<file path="src/rtl/present_pkg.sv">
// rtl/present_pkg.sv - shared widths, limits and FSM state type for the PRESENT block feeder
package present_pkg;

    localparam int PRESENT_BLOCK_W = 16;
    localparam int PRESENT_KEY_W   = 20;
    localparam int SETTLE_MAX      = 15;

    typedef enum logic [1:0] {
        COLLECT_HI = 2'd0,
        COLLECT_LO = 2'd1,
        SETTLE     = 2'd2
    } feed_state_t;

endpackage

</file>
<file path="src/rtl/present_feeder.sv">
// rtl/present_feeder.sv - packs byte stream into blocks for present_encipher and captures its ciphertext
module present_feeder
    import present_pkg::*;
#(
    parameter int SETTLE_CYCLES = 1
) (
    input  logic                       clk,
    input  logic                       rst,
    input  logic                       key_load,
    input  logic [PRESENT_KEY_W-1:0]   key_in,
    input  logic                       in_valid,
    output logic                       in_ready,
    input  logic [7:0]                 in_byte,
    output logic [PRESENT_KEY_W-1:0]   key_out,
    output logic                       key_valid,
    output logic [PRESENT_BLOCK_W-1:0] ptext,
    input  logic [PRESENT_BLOCK_W-1:0] ctext,
    output logic                       out_valid,
    input  logic                       out_ready,
    output logic [PRESENT_BLOCK_W-1:0] out_block
);

    localparam logic [3:0] SETTLE_LAST = 4'(SETTLE_CYCLES - 1);

    feed_state_t state, state_next;
    logic [3:0]  settle_cnt;
    logic [7:0]  hi_byte;
    logic        byte_fire;
    logic        slot_free;
    logic        key_take;
    logic        hi_take;
    logic        load_ptext;
    logic        sample;

    assign in_ready  = key_valid && (state == COLLECT_HI || state == COLLECT_LO);
    assign byte_fire = in_valid && in_ready;
    assign slot_free = !out_valid || out_ready;

    // Key changes only between blocks, so every block is enciphered under a single key.
    always_comb begin
        state_next = state;
        key_take   = 1'b0;
        hi_take    = 1'b0;
        load_ptext = 1'b0;
        sample     = 1'b0;
        case (state)
            COLLECT_HI: begin
                key_take = key_load;
                if (byte_fire) begin
                    hi_take    = 1'b1;
                    state_next = COLLECT_LO;
                end
            end
            COLLECT_LO: begin
                if (byte_fire) begin
                    load_ptext = 1'b1;
                    state_next = SETTLE;
                end
            end
            SETTLE: begin
                if (settle_cnt == SETTLE_LAST && slot_free) begin
                    sample     = 1'b1;
                    state_next = COLLECT_HI;
                end
            end
            default: state_next = COLLECT_HI;
        endcase
    end

    always_ff @(posedge clk or posedge rst) begin
        if (rst) begin
            state <= COLLECT_HI;
        end else begin
            state <= state_next;
        end
    end

    always_ff @(posedge clk or posedge rst) begin
        if (rst) begin
            key_out    <= '0;
            key_valid  <= 1'b0;
            hi_byte    <= '0;
            ptext      <= '0;
            settle_cnt <= '0;
            out_block  <= '0;
            out_valid  <= 1'b0;
        end else begin
            if (key_take) begin
                key_out   <= key_in;
                key_valid <= 1'b1;
            end
            if (hi_take) begin
                hi_byte <= in_byte;
            end
            // Counter saturates at its last value while the output slot is busy.
            if (load_ptext) begin
                ptext      <= {hi_byte, in_byte};
                settle_cnt <= '0;
            end else if (state == SETTLE && settle_cnt != SETTLE_LAST) begin
                settle_cnt <= settle_cnt + 4'd1;
            end
            if (sample) begin
                out_block <= ctext;
                out_valid <= 1'b1;
            end else if (out_ready) begin
                out_valid <= 1'b0;
            end
        end
    end

endmodule

</file>
<file path="config.mk">
export PLATFORM = sky130hd
export DESIGN_NAME = present_feeder
export DESIGN_NICKNAME = d
export VERILOG_FILES = /design/src/rtl/present_pkg.sv /design/src/rtl/present_feeder.sv
export SDC_FILE = /design/constraint.sdc
export NUM_CORES = 1
export LEC_CHECK = 0
export CAP_MARGIN = 10
export CORE_MARGIN = 10
export CORE_UTILIZATION = 35
export CTS_CLUSTER_SIZE = 8
export DETAILED_ROUTE_END_ITERATION = 10
export HOLD_SLACK_MARGIN = 0.1
export PLACE_DENSITY_LB_ADDON = 0.2
export RECOVER_POWER = 50
export SETUP_SLACK_MARGIN = 0.2
export SYNTH_ARGS = -nofsm -noshare
export SYNTH_HDL_FRONTEND = slang
export SYNTH_SLANG_ARGS = --single-unit
</file>
<file path="constraint.sdc">
create_clock -name clk -period 3.3 [get_ports clk]
set_input_delay 0.66 -clock clk [delete_from_list [all_inputs] [get_ports clk]]
set_output_delay 0.66 -clock clk [all_outputs]
set_load 0.05 [all_outputs]
</file>
Word-level counts from Yosys, hierarchy flattened --
Cells that the tools add are included. Widths: inputs -> output; s select.
Word-level totals: register bits 68, output and inout bits 55, bits of input ports 49, logic and storage cells 41
Cells by class: equality and inequality tests 5, $add $sub $neg 1, muxes and demuxes 14, reduce and logical (&&, ||, !) cells 13
Operator list (number):
- $mux 1 | 8
- $mux 4 | 2
- $mux 2 | 3
- $ne 2x2->1 const B | 3
- $pmux 2 s3 | 1
- $add 4x1->4 const B | 1
- $logic_and 1x1->1 | 4
- $logic_not 4->1 | 1
- $reduce_bool 2->1 | 2
- $reduce_bool 4->1 | 1
- $reduce_and 3->1 | 1
- $eq 2x1->1 const B | 1
- $eq 2x2->1 const B | 1
- $logic_not 2->1 | 1
- $logic_or 1x1->1 | 2
- $logic_not 1->1 | 1

Longest topological paths before layout --
depth in word-level cells 7, mapped depth 6, depth with buffers taken out 5

Least setup slack after synthesis --
No wires, ideal clock.
path type reg2reg, start point register key_valid, end point register hi_byte[0], cell stages (with the launch flop) 4, buffers on the path 0, setup slack 1597 ps, data required time 3175 ps, period minus slack after synthesis 1703 ps, arrival time 1578 ps, cells stage by stage dfrtp_1 > nand2_1 > nor3_2 > mux2_2
Between the ends: cells in the longest elaborated chain, start to end 4
RTL lines:
- from (decl) | line present_feeder.sv:15 | output logic key_valid,
- from (signal assigned) | line present_feeder.sv:81 | key_valid <= 1'b0;
- from (signal assigned) | line present_feeder.sv:90 | key_valid <= 1'b1;
- $logic_and 1x1->1 | line present_feeder.sv:35 | assign in_ready = key_valid && (state == COLLECT_HI || state == COLLECT_LO);
- $logic_and 1x1->1 | line present_feeder.sv:36 | assign byte_fire = in_valid && in_ready;
- $mux 1 | line present_feeder.sv:49 | if (byte_fire) begin
- $mux 1 | line present_feeder.sv:46 | case (state)
- to (signal assigned) | line present_feeder.sv:93 | hi_byte <= in_byte;
- to (decl) | line present_feeder.sv:27 | logic [7:0] hi_byte;
Every way passes these cells. A chain may end at the register's enable or synchronous reset.

Worst setup path in the final report --
start point register state[1], end point output port in_ready
Between the ends: cells in the longest elaborated chain, start to end 3, elaborated cells on any way between the ends 4, classes of those cells eq/ne: 1; reduce/logical: 3
RTL lines:
- from (decl) | line present_feeder.sv:25 | feed_state_t state, state_next;
- from (signal assigned) | line present_feeder.sv:74 | state <= state_next;
- $eq 2x1->1 / $logic_not 2->1 (equally long branches) | line present_feeder.sv:35
- $logic_or 1x1->1 * | line present_feeder.sv:35
- $logic_and 1x1->1 * | line present_feeder.sv:35
- to (decl) | line present_feeder.sv:12 | output logic in_ready,
Every way passes the cells marked *; elsewhere a longest branch is shown, timed or not.

==> metrics.md <==
| Metric | Value |
|---|---|
| Clock latency on the worst-skew pair | `0.33 ns` |
| Die Y | `108 um` |
| Ratio of cells with drive above 1 in the final layout | `28.7%` |
| Sw power | `0.00211 W` |
| Dpl cells | `372` |
| Post-synthesis sequential area ratio | `62.7%` |
| Arrival time at the worst endpoint | `1.83 ns` |
| Final worst slack | `0.812 ns` |
| Sw frac | `42.8%` |
| Initial Utilization | `35.5%` |
| TritonCTS clock tree | `done` |
| RSZ-0062 raised after global routing | `no` |
| Clock transition at path regs | `0.07 ns` |
| Seq pwr share | `29.1%` |
| FF+latch count, synth | `68` |
| Worst path bufs/invs | `1` |
| Synth-to-Final Area Change | `51.2%` |
| CP max stage cell | `clkdlybuf4s50_1` |
| Max Freq | `0.402 GHz` |
| Site Rows | `32` |
| Min-delay worst type | `reg2reg` |
| Syn Nets | `220` |
| DP Worst Slack | `0.980 ns` |
| Starting DRC count in detailed routing | `69` |
| Critical Path RT | `2.64 ns` |
| Commonest non-fill, non-tap cell in the layout | `clkdlybuf4s50_1` |
| Status | `finished, final reports clean` |
| Post CTS Setup Buffer Count | `0` |
| Clock root cell | `clkbuf_8` |
| First-pass GRT wire length | `9740 um` |
| Final hold vios | `0` |
| Aggregate global routing overflow | `0` |
| Headroom to the max-slew limit | `24.5%` |
| Netlist cell types | `28` |
| Delay of the slowest critical-path stage | `0.80 ns` |
| Die width | `108 um` |
| Clk buf depth | `2` |
| Routed wire length | `6080 um` |
| Setup Crit Path Kind | `reg2out` |
| Critical path fanouts, max | `7` |
| Number of clock sinks | `68` |
| Number of global-route vias before repair | `1859` |
| Least-Margin Pin Slew | `1.13 ns` |
| Commonest cells after routing, fill and taps aside | `100 x clkdlybuf4s50_1, 68 x dfrtp_1, 50 x mux2_2, 11 x clkbuf_8, 10 x mux2_4` |
| DRC viols | `0` |
| Hold Worst Slack | `0.504 ns` |
| Comb pwr share | `54.0%` |
| # hold bufs at CTS | `0` |
| Clk_skew | `0.00770 ns` |
| Cts repair resizes | `0` |
| Post-synthesis cell count | `169` |
| Remaining antenna violation count | `0` |
| Worst setup SP type | `register` |
| Tot GR Track Use | `10.6%` |
| Fin Setup TNS | `0 ns` |
| Max-slew violations | `0` |
| # setup viols final | `0` |
| Vias per inst | `4.55` |
| Max Cap Violations | `0` |
| H-tree depth | `3` |
| Largest net degree at the start of global routing | `42` |
| Peak VDD IR | `450 uV` |
| Leakage Power | `1.75 nW` |
| Finished Layout Cells | `388` |
| Routed via count | `1764` |
| Crit-path cells | `and2b_2, clkdlybuf4s50_1` |
| Wire per inst | `15.7 um` |
| Ant. Diodes | `0` |
| Pint | `0.00282 W` |
| Num CTS Buffers | `9` |
| Core box area | `7650 um2` |
| Clock network power share | `16.9%` |
| Antenna violations before repair | `0` |
| Tmin final | `2.49 ns` |
| Die Area | `11700 um2` |
| Syn Area/Cell | `16.1 um2` |
| CP endpoint kind | `output pin` |
| DPL Wire Length | `4480 um` |
| Pwr dens | `1200 nW/um2` |
| Placer Congestion | `0.720` |
| Drt pass-1 iters | `2` |
| Synthesized area | `2710 um2` |
| Yosys warns | `0` |
| Layout net count | `332` |
| I/O Buffers | `103` |
| Number of top-level pins | `104` |
| FILL cells | `664` |
| Final Cycle Share | `75.4%` |
| Worst path top cell family by delay | `buffers and inverters` |
-- cell families (layout without fill, tap and decap cells) --
group,Yosys count,in the layout,share of synthesized area [%]
xor+xnor,1,1,0.323
fa+ha+maj,2,2,0.922
flops,68,68,62.7
simple gates,21,21,5.90
compound gates,5,5,1.29
mux,62,62,27.0
buf+inv,10,127,1.84
-- metrics by stage --
step	power [W]	utilization, %	area (um2)
after floorplan	0.00325	-	2710
after global placement	0.00413	50.7	3880
after detailed placement	0.00415	50.7	3880
after CTS	0.00502	54.0	4130
after global routing	0.00519	53.6	4100
final	0.00493	53.6	4100
-- synth_stat cells --
cell       number  area, um2
nand3b_1        1       7.51
nand2_1         6       22.5
xor2_1          1       8.76
and2b_2         1       8.76
nor2_1          2       7.51
buf_6           1       11.3
mux2i_1         2       20.0
ha_1            2       25.0
nor3_2          1       10.0
mux2_4         10        150
nand4_1         1       6.26
or2b_1          1       7.51
a21boi_0        1       7.51
nor3b_2         1       12.5
or2_2           1       6.26
buf_2           4       20.0
nand4b_1        1       8.76
nand2b_1        1       6.26
o2111ai_1       1       8.76
mux2_2         50        563
and2_1          1       6.26
nand3_4         1       17.5
a21o_2          1       8.76
dfrtp_1        68       1700
nor3b_4         1       18.8
nor2b_4         1       13.8
o21ai_0         2       10.0
inv_1           5       18.8
-- flip-flops by register name, summed over array words and instances, names as in the netlist --
| signal | cells |
|---|---|
| settle_cnt | 4 |
| state | 2 |
| hi_byte | 8 |
| ptext | 16 |
| out_block | 16 |
| out_valid | 1 |
| key_out | 20 |
| key_valid | 1 |
-- layout make-up --
| cell class | instances | area, um2 | area share, % |
|---|---|---|---|
| repair buffers | 106 | 1060 | 25.8 |
| multi-input cells | 91 | 946 | 23.1 |
| inverters | 5 | 18.8 | 0.457 |
| clock inverters | 4 | 95.1 | 2.32 |
| flip-flops and latches | 68 | 1700 | 41.5 |
| well taps | 102 | 128 | 3.11 |
| clock buffers | 12 | 155 | 3.78 |
-- power groups by stage --
stage	logic [W]	registers, W	clock network (W)
floorplan	0.000641	0.00261	0
global placement	0.00269	0.00144	0
detailed placement	0.00270	0.00145	0
CTS	0.00271	0.00144	0.000868
global route	0.00280	0.00148	0.000906
finish	0.00266	0.00143	0.000835
-- layer usage --
layer / vias to the layer above / GRT usage, % / routed length [um]
met2: 69 / 15.1 / 2610
met5: - / 0 / 0
met3: 7 / 4.94 / 709
met4: 0 / 4.58 / 78
li1: 820 / - / -
met1: 868 / 13.5 / 2680
-- final timing paths --
path / startpoint / to / slack [ns] / cells after the start
max: state[1] / in_ready / 0.81 / 2
min: key_out[10] / key_out[10] / 0.50 / 1
max reg2reg: state[0] / key_out[9] / 1.17 / 3
min reg2reg: key_out[10] / key_out[10] / 0.50 / 1
max in group asynchronous: rst / hi_byte[4] / 1.48 / 3
min in group asynchronous: rst / key_out[11] / 1.04 / 2
Note: power is estimated with default switching activity, not from simulation.
